### config.mk
export PLATFORM = sky130hd
export DESIGN_NAME = control_sequencer
export DESIGN_NICKNAME = d
export VERILOG_FILES = /design/src/rtl/control_sequencer.sv
export SDC_FILE = /design/constraint.sdc
export NUM_CORES = 1
export LEC_CHECK = 0
export ABC_AREA = 1
export CELL_PAD_IN_SITES_DETAIL_PLACEMENT = 0
export CELL_PAD_IN_SITES_GLOBAL_PLACEMENT = 1
export CORE_MARGIN = 1.5
export CORE_UTILIZATION = 25
export DETAILED_ROUTE_END_ITERATION = 6
export PLACE_DENSITY = 0.79
export SLEW_MARGIN = 30
export SYNTH_ARGS = -nofsm -noshare
export SYNTH_HDL_FRONTEND = slang
export SYNTH_SLANG_ARGS = --single-unit
### constraint.sdc
create_clock -name Clock -period 2.97 [get_ports Clock]
set_input_delay 0.4455 -clock Clock [delete_from_list [all_inputs] [get_ports Clock]]
set_output_delay 0.4455 -clock Clock [all_outputs]
set_load 0.05 [all_outputs]
### src/rtl/control_sequencer.sv
// Hardwired control unit for the datapath: runs fetch T0..T2, then the execute
// steps for IR[31:27], and stops in HALT on a halt opcode or a Stop request.
module control_sequencer #(
    parameter logic [4:0] ADD_OP = 5'b00011
) (
    input  logic        Clock,
    input  logic        clear,
    input  logic [31:0] IR,
    input  logic        CON_FF,
    input  logic        Stop,
    output logic        Run,
    output logic [4:0]  alu_op,
    output logic        Read,
    output logic        Write,
    output logic        IncPC,
    output logic        Gra,
    output logic        Grb,
    output logic        Grc,
    output logic        Rin,
    output logic        Rout,
    output logic        BAout,
    output logic        HIin,
    output logic        LOin,
    output logic        Yin,
    output logic        Zin,
    output logic        PCin,
    output logic        IRin,
    output logic        MARin,
    output logic        MDRin,
    output logic        Inportin,
    output logic        Outportin,
    output logic        CONin,
    output logic        HIout,
    output logic        LOout,
    output logic        Zhighout,
    output logic        Zlowout,
    output logic        PCout,
    output logic        MDRout,
    output logic        Inportout,
    output logic        Cout
);

    typedef enum logic [3:0] {
        ST_RESET, ST_T0, ST_T1, ST_T2, ST_T3, ST_T4, ST_T5, ST_T6, ST_T7, ST_HALT
    } state_t;

    typedef enum logic [3:0] {
        K_NOP, K_ALU, K_IMM, K_MULDIV, K_NEGNOT, K_LD, K_LDI, K_ST,
        K_BR, K_JR, K_IN, K_OUT, K_MFHI, K_MFLO, K_HALT
    } kind_t;

    state_t      state_q, state_d;
    kind_t       kind;
    logic [4:0]  opcode;
    logic [2:0]  step;
    logic [2:0]  last_step;
    logic        unused_ir;

    assign opcode    = IR[31:27];
    assign unused_ir = ^IR[26:0];

    always_ff @(posedge Clock or posedge clear) begin
        if (clear) state_q <= ST_RESET;
        else       state_q <= state_d;
    end

    always_comb begin
        kind = K_NOP;
        case (opcode)
            5'b00011, 5'b00100, 5'b00101, 5'b00110,
            5'b00111, 5'b01000, 5'b01001, 5'b01010: kind = K_ALU;
            5'b01011, 5'b01100, 5'b01101:           kind = K_IMM;
            5'b01110, 5'b01111:                     kind = K_MULDIV;
            5'b10000, 5'b10001:                     kind = K_NEGNOT;
            5'b00000:                               kind = K_LD;
            5'b00001:                               kind = K_LDI;
            5'b00010:                               kind = K_ST;
            5'b10010:                               kind = K_BR;
            5'b10011:                               kind = K_JR;
            5'b10101:                               kind = K_IN;
            5'b10110:                               kind = K_OUT;
            5'b10111:                               kind = K_MFHI;
            5'b11000:                               kind = K_MFLO;
            5'b11010:                               kind = K_HALT;
            default:                                kind = K_NOP;
        endcase
    end

    // Index of the final step of the current instruction; fetch is steps 0..2.
    always_comb begin
        last_step = 3'd2;
        case (kind)
            K_JR, K_IN, K_OUT, K_MFHI, K_MFLO: last_step = 3'd3;
            K_NEGNOT:                          last_step = 3'd4;
            K_ALU, K_IMM, K_LDI:               last_step = 3'd5;
            K_MULDIV, K_BR:                    last_step = 3'd6;
            K_LD, K_ST:                        last_step = 3'd7;
            default:                           last_step = 3'd2;
        endcase
    end

    always_comb begin
        step = 3'd0;
        case (state_q)
            ST_T1:   step = 3'd1;
            ST_T2:   step = 3'd2;
            ST_T3:   step = 3'd3;
            ST_T4:   step = 3'd4;
            ST_T5:   step = 3'd5;
            ST_T6:   step = 3'd6;
            ST_T7:   step = 3'd7;
            default: step = 3'd0;
        endcase
    end

    always_comb begin
        state_d = state_q;
        case (state_q)
            ST_RESET: state_d = Stop ? ST_HALT : ST_T0;
            ST_HALT:  state_d = ST_HALT;
            default: begin
                if (step == last_step) begin
                    state_d = (kind == K_HALT || Stop) ? ST_HALT : ST_T0;
                end else begin
                    case (state_q)
                        ST_T0:   state_d = ST_T1;
                        ST_T1:   state_d = ST_T2;
                        ST_T2:   state_d = ST_T3;
                        ST_T3:   state_d = ST_T4;
                        ST_T4:   state_d = ST_T5;
                        ST_T5:   state_d = ST_T6;
                        ST_T6:   state_d = ST_T7;
                        default: state_d = ST_T0;
                    endcase
                end
            end
        endcase
    end

    always_comb begin
        Run       = (state_q != ST_HALT);
        alu_op    = 5'd0;
        Read      = 1'b0;
        Write     = 1'b0;
        IncPC     = 1'b0;
        Gra       = 1'b0;
        Grb       = 1'b0;
        Grc       = 1'b0;
        Rin       = 1'b0;
        Rout      = 1'b0;
        BAout     = 1'b0;
        HIin      = 1'b0;
        LOin      = 1'b0;
        Yin       = 1'b0;
        Zin       = 1'b0;
        PCin      = 1'b0;
        IRin      = 1'b0;
        MARin     = 1'b0;
        MDRin     = 1'b0;
        Inportin  = 1'b0;
        Outportin = 1'b0;
        CONin     = 1'b0;
        HIout     = 1'b0;
        LOout     = 1'b0;
        Zhighout  = 1'b0;
        Zlowout   = 1'b0;
        PCout     = 1'b0;
        MDRout    = 1'b0;
        Inportout = 1'b0;
        Cout      = 1'b0;
        case (state_q)
            ST_T0: begin PCout = 1'b1; MARin = 1'b1; IncPC = 1'b1; Zin = 1'b1; end
            ST_T1: begin Zlowout = 1'b1; PCin = 1'b1; Read = 1'b1; MDRin = 1'b1; end
            ST_T2: begin MDRout = 1'b1; IRin = 1'b1; end
            ST_T3: begin
                case (kind)
                    K_ALU, K_IMM:     begin Grb = 1'b1; Rout = 1'b1; Yin = 1'b1; end
                    K_MULDIV:         begin Gra = 1'b1; Rout = 1'b1; Yin = 1'b1; end
                    K_NEGNOT:         begin Grb = 1'b1; Rout = 1'b1; Zin = 1'b1; alu_op = opcode; end
                    K_LD, K_LDI, K_ST: begin Grb = 1'b1; BAout = 1'b1; Yin = 1'b1; end
                    K_BR:             begin Gra = 1'b1; Rout = 1'b1; CONin = 1'b1; end
                    K_JR:             begin Gra = 1'b1; Rout = 1'b1; PCin = 1'b1; end
                    K_IN:             begin Inportout = 1'b1; Gra = 1'b1; Rin = 1'b1; end
                    K_OUT:            begin Gra = 1'b1; Rout = 1'b1; Outportin = 1'b1; end
                    K_MFHI:           begin HIout = 1'b1; Gra = 1'b1; Rin = 1'b1; end
                    K_MFLO:           begin LOout = 1'b1; Gra = 1'b1; Rin = 1'b1; end
                    default: ;
                endcase
            end
            ST_T4: begin
                case (kind)
                    K_ALU:            begin Grc = 1'b1; Rout = 1'b1; Zin = 1'b1; alu_op = opcode; end
                    K_IMM:            begin Cout = 1'b1; Zin = 1'b1; alu_op = opcode; end
                    K_MULDIV:         begin Grb = 1'b1; Rout = 1'b1; Zin = 1'b1; alu_op = opcode; end
                    K_NEGNOT:         begin Zlowout = 1'b1; Gra = 1'b1; Rin = 1'b1; end
                    K_LD, K_LDI, K_ST: begin Cout = 1'b1; Zin = 1'b1; alu_op = ADD_OP; end
                    K_BR:             begin PCout = 1'b1; Yin = 1'b1; end
                    default: ;
                endcase
            end
            ST_T5: begin
                case (kind)
                    K_ALU, K_IMM, K_LDI: begin Zlowout = 1'b1; Gra = 1'b1; Rin = 1'b1; end
                    K_MULDIV:            begin Zlowout = 1'b1; LOin = 1'b1; end
                    K_LD, K_ST:          begin Zlowout = 1'b1; MARin = 1'b1; end
                    K_BR:                begin Cout = 1'b1; Zin = 1'b1; alu_op = ADD_OP; end
                    default: ;
                endcase
            end
            ST_T6: begin
                case (kind)
                    K_MULDIV: begin Zhighout = 1'b1; HIin = 1'b1; end
                    K_LD:     begin Read = 1'b1; MDRin = 1'b1; end
                    K_ST:     begin Gra = 1'b1; Rout = 1'b1; MDRin = 1'b1; end
                    // Untaken branch still burns this cycle with no strobes.
                    K_BR:     begin Zlowout = CON_FF; PCin = CON_FF; end
                    default: ;
                endcase
            end
            ST_T7: begin
                case (kind)
                    K_LD:    begin MDRout = 1'b1; Gra = 1'b1; Rin = 1'b1; end
                    K_ST:    Write = 1'b1;
                    default: ;
                endcase
            end
            default: ;
        endcase
    end

endmodule

==> results of run 1 <==
-- synthesized netlist by cell type, types with 3 or more instances --
master,n
nand2_1,57
nor2_1,33
inv_1,32
nand3_1,21
nand2_2,10
ha_1,9
nand4_1,7
o21ai_0,7
inv_2,6
o21ai_1,5
dfrtp_1,4
nor2_4,4
nand3_2,3
nor3_1,3
o31ai_1,3
-- critical path: cells and delay by family --
family	cells	cell delay, ns
buffers and inverters	6	1.11
and+or+nand+nor	3	0.43
AOI/OAI and AO/OA	2	0.37
-- power by group --
group | switching (W) | internal [W]
logic | 0.000725 | 0.000474
registers | 0.0000258 | 0.0000801
clock network | 0.0000319 | 0.0000868
-- cell families (layout without fill, tap and decap cells) --
family | count (synthesis) | in the layout | share of synthesized area
adders and majority gates | 9 | 9 | 0.08991
and+or+nand+nor | 144 | 144 | 0.5654
buffers and inverters | 41 | 133 | 0.1309
other | 1 | 1 | 0.002994
AOI/OAI and AO/OA | 25 | 25 | 0.1309
DFF | 4 | 4 | 0.07992
-- layer usage --
metal  vias to the layer above  track usage  wire length [um]
met4                         0      0.04321                67
met1                       783       0.1799              1744
met3                         8     0.008230                95
li1                        899            -                 -
met5                         -            0                 0
met2                        35       0.2953              2285
-- through the flow --
step	setup WS (ns)	area (sq um)	setup TNS, ns	cells	total power [W]
3_3_place_gp	-0.3392	2292	-5.874	379	0.001244
3_5_place_dp	-0.3439	2292	-6.299	379	0.001258
6_report	0.1646	2514	0	383	0.001423
5_1_grt	0.01391	2514	0	383	0.001516
4_1_cts	-0.005511	2404	-0.006339	382	0.001394
2_1_floorplan	-0.1038	1282	-0.4750	224	0.0007917
-- final timing paths --
check	start	end	slack, ns	depth (start not counted)
max	IR[31]	MDRout	0.16	11
max in group asynchronous	clear	state_q[1]	2.41	2
min	clear	state_q[2]	0.41	2
min in group Clock	state_q[3]	state_q[0]	0.61	2
max reg2reg	state_q[2]	state_q[3]	1.03	12
min reg2reg	state_q[3]	state_q[0]	0.61	2
-- final cells by class --
cell class / count / area share
multi-input cells: 179 / 0.4604
repair buffers: 91 / 0.3888
well taps: 67 / 0.03335
clock buffers: 3 / 0.01643
flip-flops and latches: 4 / 0.03982
inverters: 39 / 0.06122
-- what timing repair did --
action | 4_1_cts | 5_1_grt
pin swaps | 5 | 10
hold buffers | 0 | 0
cloned | 0 | 0
buffers inserted | 0 | 1
setup endpoints to repair | 29 | 27
gates resized for setup | 25 | 30
==> results.txt, run 1 <==
- Outcome: finished, final reports clean
- Detailed routing inserted a total of 1725 vias.
* Number of CTS-inserted buffers: 3
- At the end of routability-driven placement, the weighted congestion stood at 0.8767.
- Filler cells: 474
* Seq/Total Area, Yosys: 0.07992
* Clock root buffer: clkbuf_8
* Final HPWL DP: 3484 um
* TritonCTS clock tree: built
- Footprint of the multi-input gates: 1157 sq um
- Yosys printed 0 warnings.
- Compared with the post-synthesis result, the final layout area differs by 100.7%.
- Among all flip-flop cells after synthesis, the most frequent one is dfrtp_1.
* Final critical-path required period: 2.805 ns
* First-iteration detailed-routing DRC count: 93
- After detailed routing, the number of remaining DRC violations is 0.
- In this run the standard cell core region covers around 4800 sq um.
- Synthesized net count: around 270
* Peak Freq: 356.5 MHz
- The average instance in the mapped netlist occupies 5.591 sq um.
* Startpoint kind of the worst setup timing path: input port
* Largest registers: state_q (4)
- Dividing the detail-routed wire length by the instance count gives around 11 um.
* Leading area contributor after synthesis: nand2_1
- Unrepaired setup endpoints after global routing: no
* Number of iterations in the first detailed-routing pass: 4
- More flip-flops sit in one register than any other, and that register is state_q.
- Sort of element at the end of the critical path: primary output
- Routed wire length: 4192 um
- Static power due to leakage: 1.240 nW
- In this run, distinct cell masters in the synthesized netlist total 31.
* Final number of max-transition violations: 0
- Worst path arrival time: 2.36 ns
- In this run the tool buffered the top-level ports with 41 buffer cells.
- On the final layout, the worst clock skew is 0.001656 ns.
- At the pin with the least slew margin, the transition time is 0.4959 ns.
- Path category of the worst min-delay check: in2async
- After the last flow step, the layout net total stands at 363.
* Total routing usage reported by global routing: 0.1533
- On the critical path, the stage with the largest delay is an instance of clkdlybuf4s50_1.
* Clock sink total: 4
- Horizontal extent of the die: 73.78 um
- Largest net degree at the start of global routing: 10
- In this run the number of H-tree levels came out at 1.
* Critical path fanouts, max: 5
* Number of flip-flops in the largest register: 4
- Initial core utilization: 0.2617
- Most common cell type on the critical path: buf_4
* Worst max-slew margin expressed relative to the limit: 0.6684
- In the final layout, flip-flops and latches occupy 100.1 sq um.
- The floorplan step set the die height to between 70 and 80 um.
- The via count of the first global-routing pass was 1657.
- Worst path cell trace: clkdlybuf4s50_1, inv_2, buf_4, nand4_4, a21boi_2, nor2_4, nand2_1, buf_4, o21ai_0, buf_4, buf_12
* Fraction of synthesized cell area taken by the top area cell type: 0.1708
- The initial antenna violation count is 0.
* Global-route wire length before repair: 6831 um
- Deepest clock path buffer count: 2
- The detail route stage leaves a number of antenna-violating nets equal to 0.
- Largest incremental delay on the critical path: 0.47 ns
- Clock slew at reported path FFs: 0.03 ns
- Layout cell share with drive strength beyond 1: 0.4620
- Die Area: approximately 5400 sq um
- Across the VDD grid, the largest voltage drop is roughly 0.34 mV.
* Synth area leaders: nand2_1 17%, nor2_1 9.9%, inv_1 9.6%
* Final Hold Fails: 0
- For this run, asynchronously set or reset flops after synthesis account for 1.000.
* Standard-cell row count: 25
- Num ports: 70
- Worst hold slack after final layout: 0.4075 ns
- The number of antenna diodes in the final layout is 0.
* Leading cell types in the layout, fill and taps excluded: 50 x nand2_1, 50 x buf_4, 28 x inv_1, 28 x nor2_1, 20 x nand3_1
- WP data required: 2.52 ns
- Cell area after synthesis: roughly 1300 sq um
- Synthesis inferred 4 register bits.
- Max-capacitance violation count: 0
- By startpoint and endpoint, the worst setup path is classified as in2out.
- Global route total overflow: 0
* Power Dens Cells: 566.1 nW/um^2
- In the finished design, the share of the clock period the worst path needs comes to 0.9446.
- Number of synthesized flops with an enable pin: 0
- Final standard cell utilization of the core: 0.5252
- Clk_lat worst skew: roughly 0.22 ns
- Setup violations remaining at the end of the flow were counted as 0.
- In the routed layout, each cell is associated on average with a via count of 4.504.
- Post-synthesis cell count: 224
Note: power is estimated with default switching activity, not from simulation.
==> run 2, diff against run 1 <==
Clock period 2.97 ns to 3.1 ns, I/O delays scaled along.
==> run 2 against run 1 <==
Wire length decreased by 5.4%. Clock skew up 0.00085 ns. Register-to-register slack better by 0.14 ns. Sequential power shrank 6%. Setup slack gained 0.084 ns. Largest cell class unchanged. Critical path type unchanged. Clock power is 9% lower. First-iteration DRC count decreased by 26%. Utilization fell by 0.97 points. Critical path depth up 1.
==> results.txt, run 2 (synthesis results as in run 1) <==
* Outcome: finished, final reports clean
* Area post-placement: 2217 sq um (-3.3%)
* Initial core utilization: 0.2617 (unchanged)
* Number of CTS-inserted buffers: 3 (unchanged)
- Final total power: 0.001328 W (-6.7%)
* Port bufs: 41 (unchanged)
* Global-route wire length before repair: 6720 um (-1.6%)
- Layout cell share with drive strength beyond 1: 0.4595 (-0.002478)
* Num ports: 70 (unchanged)
- Counting I/O delays and the setup requirement, the final critical path takes 2.852 ns.
* Largest net degree at the start of global routing: 9 (-1)
* Worst path arrival time: 2.39 ns (+0.03 ns)
- Unrepaired setup endpoints after global routing: no
* Clock root buffer: clkbuf_8
* First-iteration detailed-routing DRC count: 69 (-26%)
* Setup Viol. Count Final: 0 (unchanged)
- The multi-input combinational cell area is 1162 sq um (+0.43%).
- Destination of the worst register-to-register timing path: state_q[3]
* Routed wire length: 3967 um (-5.4%)
* Standard-cell row count: 25 (unchanged)
- Max-capacitance violation count: 0 (unchanged)
- Beginning of the worst register-to-register path: state_q[2]
- TritonCTS built the clock tree.
* Sort of element at the end of the critical path: primary output
- Area of the placeable core: 4786 sq um (unchanged)
- The final clock skew was 0.002504 ns (+0.0008482 ns).
- The layout filler cell count came to 467 (-1.5%).
- Clock sink total: 4 (unchanged)
* Via count of the first global-routing pass: 1585 (-4.3%)
- Transition time at the pin with the least slew margin: 0.5981 ns (+0.1022 ns)
- Tracing the worst setup path back leads to its startpoint at IR[31].
- Startpoint kind of the worst setup timing path: input port
* Final weighted congestion in routability-driven placement: 0.8511 (-2.9%)
- Residual DRC: 0 (unchanged)
* Share of the clock period used by the worst path: 0.9199
- The detailed-placement wirelength estimate is 3370 um (-3.3%).
- Worst hold slack after final layout: 0.4296 ns (+0.02210 ns)
* Peak Freq: 350.7 MHz
- The largest voltage drop on the vdd net came to 0.3048 mV (-10%).
* Total number of vias: 1657 (-3.9%)
- Area growth from synthesis to layout: 97.00%
- The count of pins over their slew limit was 0 (unchanged).
- The register cell area after layout is 100.1 sq um (unchanged).
- The top cell types in the final layout, fill and taps aside, are 53 x nand2_1, 44 x buf_4, 28 x nor2_1.
- Hold_buf cts: 0 (unchanged)
- Largest Register: state_q
- The per-cell via count in the routed design is 4.407 (-2.2%).
- The first-pass detailed-route iteration total was 4 (unchanged).
- The largest registers in the layout are state_q (4).
* Worst max-slew margin expressed relative to the limit: 0.5998 (-0.06858)
* Initial antenna violation count: 0 (unchanged)
- Die Area: 5443 sq um (unchanged)
* Deepest clock path buffer count: 2 (unchanged)
- # H-tree levels: 1 (unchanged)
- The flip-flop count of the largest register after layout was 4 (unchanged).
* Final Hold Fails: 0 (unchanged)
- The clock-pin slew reported for the worst setup and hold paths after clock tree synthesis came to 0.03 ns (about the same).
* CP endpoint: alu_op[0]
* Finished Cell Area: 2467 sq um (-1.8%)
- The number of placed instances, taps included was 370 (-2.4%).
- Static power due to leakage: 1.218 nW (-1.8%)
- Path category of the worst min-delay check: in2async
- Number of nets in the final layout: 356 (-1.9%)
- Critical path type: in2out
- Antenna diode instance count: 0 (unchanged)
* Worst setup margin: 0.2484 ns (+0.08379 ns)
- The aggregate global routing overflow was 0 (unchanged).
- The die span in x is 73.78 um (unchanged).
* Clk_lat worst skew: 0.21 ns (about the same)
* ANT nets after route: 0 (unchanged)
- The highest net fanout along the worst path came to 6 (+1).
- The library cell used most frequently in the layout, excluding fill and tap cells, is nand2_1.
- Total routing usage reported by global routing: 0.1525 (-0.0008053)
- The required arrival time at the worst endpoint was 2.63 ns (+0.11 ns).
- Power Dens Cells: 538.2 nW/um^2 (-4.9%)
- The vertical extent of the die was 73.78 um (unchanged).
- The number of cells traversed by the worst register-to-register path was 12 (unchanged).
- Worst slack at placement: -0.3228 ns (+0.02105 ns)
- Setup slack, reg-to-reg: 1.17 ns (+0.14 ns)
* Wire per inst: 10.55 um (-3.6%)
- The post-layout instance count excluding filler cells was 376 (-1.8%).
## run 2: timing repair
item,4_1_cts,5_1_grt
pin swaps,6,6
endpoints found under the setup margin,26,18
resized for setup,44,16
setup buffers,1,2
## run 2: worst max-delay path: stages
cell,delay [ns]
clkdlybuf4s50_1,0.54
inv_2,0.10
nand2_1,0.08
nand2_2,0.08
buf_4,0.15
ha_4,0.19
o31ai_4,0.23
buf_6,0.14
o21ai_2,0.05
nand2_1,0.06
o211ai_1,0.09
buf_4,0.20
## run 2: how the worst min path moves through the flow
stage | end | cells past startpoint
5_1_grt | state_q[3] | 2
2_1_floorplan | state_q[0] | 1
3_5_place_dp | state_q[0] | 2
4_1_cts | state_q[2] | 2
3_3_place_gp | state_q[0] | 2
6_report | state_q[2] | 2
## run 2: routing by layer
metal,global-route usage,vias up,part of all wire
li1,-,887,-
met1,0.1866,746,0.43
met2,0.2933,24,0.54
met3,0.01235,0,0.024
met4,0.01852,0,0
met5,0,-,0
## run 2: area by class of cell
cell class / instances / area share
timing repair buffer: 84 / 0.3763
tap: 67 / 0.03398
clock buffer: 3 / 0.01673
multi-input combinational: 179 / 0.4711
inverter: 39 / 0.06136
sequential: 4 / 0.04057
## run 2: through the flow
stage / TNS, ns / utilization
6_report: 0 / 0.5156
5_1_grt: 0 / 0.5156
4_1_cts: 0 / 0.5046
3_5_place_dp: -4.583 / 0.4633
3_3_place_gp: -4.100 / 0.4633
2_1_floorplan: -0.04756 / -
## run 2: report_power, final
part           internal, W  leakage [nW]  switching (W)
combinational     0.000437          1.15       0.000683
clock            0.0000826        0.0216      0.0000251
sequential       0.0000768        0.0501      0.0000228
==> variant: new RTL, flow settings as in run 2 <==
Register the output `Yin`; this adds one clock of latency there. The other outputs are not delayed to match.
--- a/src/rtl/control_sequencer.sv
+++ b/src/rtl/control_sequencer.sv
@@ -49,6 +49,8 @@
         K_BR, K_JR, K_IN, K_OUT, K_MFHI, K_MFLO, K_HALT
     } kind_t;
 
+    logic Yin_d;
+
     state_t      state_q, state_d;
     kind_t       kind;
     logic [4:0]  opcode;
@@ -151,7 +153,7 @@
         BAout     = 1'b0;
         HIin      = 1'b0;
         LOin      = 1'b0;
-        Yin       = 1'b0;
+        Yin_d     = 1'b0;
         Zin       = 1'b0;
         PCin      = 1'b0;
         IRin      = 1'b0;
@@ -174,10 +176,10 @@
             ST_T2: begin MDRout = 1'b1; IRin = 1'b1; end
             ST_T3: begin
                 case (kind)
-                    K_ALU, K_IMM:     begin Grb = 1'b1; Rout = 1'b1; Yin = 1'b1; end
-                    K_MULDIV:         begin Gra = 1'b1; Rout = 1'b1; Yin = 1'b1; end
+                    K_ALU, K_IMM:     begin Grb = 1'b1; Rout = 1'b1; Yin_d = 1'b1; end
+                    K_MULDIV:         begin Gra = 1'b1; Rout = 1'b1; Yin_d = 1'b1; end
                     K_NEGNOT:         begin Grb = 1'b1; Rout = 1'b1; Zin = 1'b1; alu_op = opcode; end
-                    K_LD, K_LDI, K_ST: begin Grb = 1'b1; BAout = 1'b1; Yin = 1'b1; end
+                    K_LD, K_LDI, K_ST: begin Grb = 1'b1; BAout = 1'b1; Yin_d = 1'b1; end
                     K_BR:             begin Gra = 1'b1; Rout = 1'b1; CONin = 1'b1; end
                     K_JR:             begin Gra = 1'b1; Rout = 1'b1; PCin = 1'b1; end
                     K_IN:             begin Inportout = 1'b1; Gra = 1'b1; Rin = 1'b1; end
@@ -194,7 +196,7 @@
                     K_MULDIV:         begin Grb = 1'b1; Rout = 1'b1; Zin = 1'b1; alu_op = opcode; end
                     K_NEGNOT:         begin Zlowout = 1'b1; Gra = 1'b1; Rin = 1'b1; end
                     K_LD, K_LDI, K_ST: begin Cout = 1'b1; Zin = 1'b1; alu_op = ADD_OP; end
-                    K_BR:             begin PCout = 1'b1; Yin = 1'b1; end
+                    K_BR:             begin PCout = 1'b1; Yin_d = 1'b1; end
                     default: ;
                 endcase
             end
@@ -228,5 +230,9 @@
         endcase
     end
 
+    always_ff @(posedge Clock) begin
+        Yin <= Yin_d;
+    end
+
 endmodule
 
Formal check against the unedited RTL: not equivalent (Yosys sat finds a counterexample within 10 cycles, from zero or initial values).
==> variant against run 2 <==
  * Critical path depth rose by 4
  * Final area rose by 6.0%
  * Highest routed layer is now met4
  * Routed wire length rose by 14%
  * Critical path type unchanged
  * Worst setup slack got worse by 79 ps
  * Non-clock buffer count rose by 12
  * Count of clock-buffer cells in the layout rose by 1
  * Final cell count rose by 6.9%
  * Power rose by 3.9%
  * Worst hold slack got worse by 3.3 ps
  * Sequential cell count rose by 1
  * Synthesized area rose by 5.6%
==> variant: results <==
pwr:
  switching_share: 0.5513
  leakagePower_nw: 1.347
  vdd_drop_max_v: 0.0002824
global_routing:
  grt_pass1_wl_um: 7396
  grt_pass1_vias: 1702
  grt_max_degree: 10
  grtUsageTotal: 0.1658
detailed_routing:
  wire_per_inst_um: 11.23
  drtIter0Drc: 76
  dr_total_vias: 1757
logic_synthesis:
  synthTopCellsByCount: "nand2_1, inv_1, nor2_1"
  syn-num-nets: 281
  yosys.area_share.adder: 0.08515
  ys_seq_area_frac: 0.09082
  synth-async-reset-ratio: 0.8000
  synth_compound_area_frac: 0.1050
cells_and_area:
  instances_no_fill: 402
  nFillCells: 507
  drive_gt1_frac: 0.4367
  reg.largest.list: "state_q x4, Yin x1"
outcome:
  status: "finished, final reports clean"
critical_path:
  slowest_delay_ps: 490
  worstReg2RegStart: "state_q[3]$_DFF_PP0_"
  cp.arrival_ps: 2470
clock_network:
  clock_latency_ps: 230
place:
  place_congestion: 0.8347
  hpwl_um: 3866
-- variant: layer usage --
metal	wire, um	vias up	part of all wire	global-route usage
met5	0	-	0	0
met4	22	0	0.0049	0.03373
met3	94	3	0.021	0.01323
met2	2341	29	0.52	0.3002
met1	2057	791	0.46	0.2145
li1	-	934	-	-
-- variant: repair_timing --
item,4_1_cts,5_1_grt
endpoints found under the setup margin,29,18
pin swaps,4,11
buffers inserted,1,1
gates resized for setup,23,25
-- variant: metrics by stage --
step	TNS, ps	total power [mW]	worst slack, ps	cell area, sq um	hold WS [ps]
2_1_floorplan	-506.7	0.7898	-175.8	1330	231.1
3_5_place_dp	-7331	1.221	-450.5	2411	614.7
5_1_grt	0	1.483	4.229	2616	437.1
4_1_cts	0	1.363	1.745	2530	426.7
6_report	0	1.380	169.7	2616	426.4
3_3_place_gp	-6787	1.202	-422.2	2411	594.3
-- variant: final timing paths --
path	to	slack, ps	cells past startpoint
min reg2reg	state_q[0]$_DFF_PP0_	620	2
max reg2reg	state_q[2]$_DFF_PP0_	1200	13
min	state_q[1]$_DFF_PP0_	430	2
min in group Clock	state_q[0]$_DFF_PP0_	620	2
max	Zlowout	170	16
max in group asynchronous	state_q[0]$_DFF_PP0_	2510	2
-- variant: final cells by class --
class / count / area (sq um) / share of cell area
clock buffer: 4 / 45.04 / 0.01722
inverter: 40 / 162.7 / 0.06217
multi-input combinational: 187 / 1156 / 0.4419
sequential: 5 / 120.1 / 0.04591
tap: 70 / 87.58 / 0.03348
timing repair buffer: 96 / 1045 / 0.3993
-- variant: logic make-up after synthesis --
group | count (synthesis)
AOI/OAI and AO/OA | 21
adders and majority gates | 9
buffers and inverters | 44
DFF | 5
other | 1
and+or+nand+nor | 156
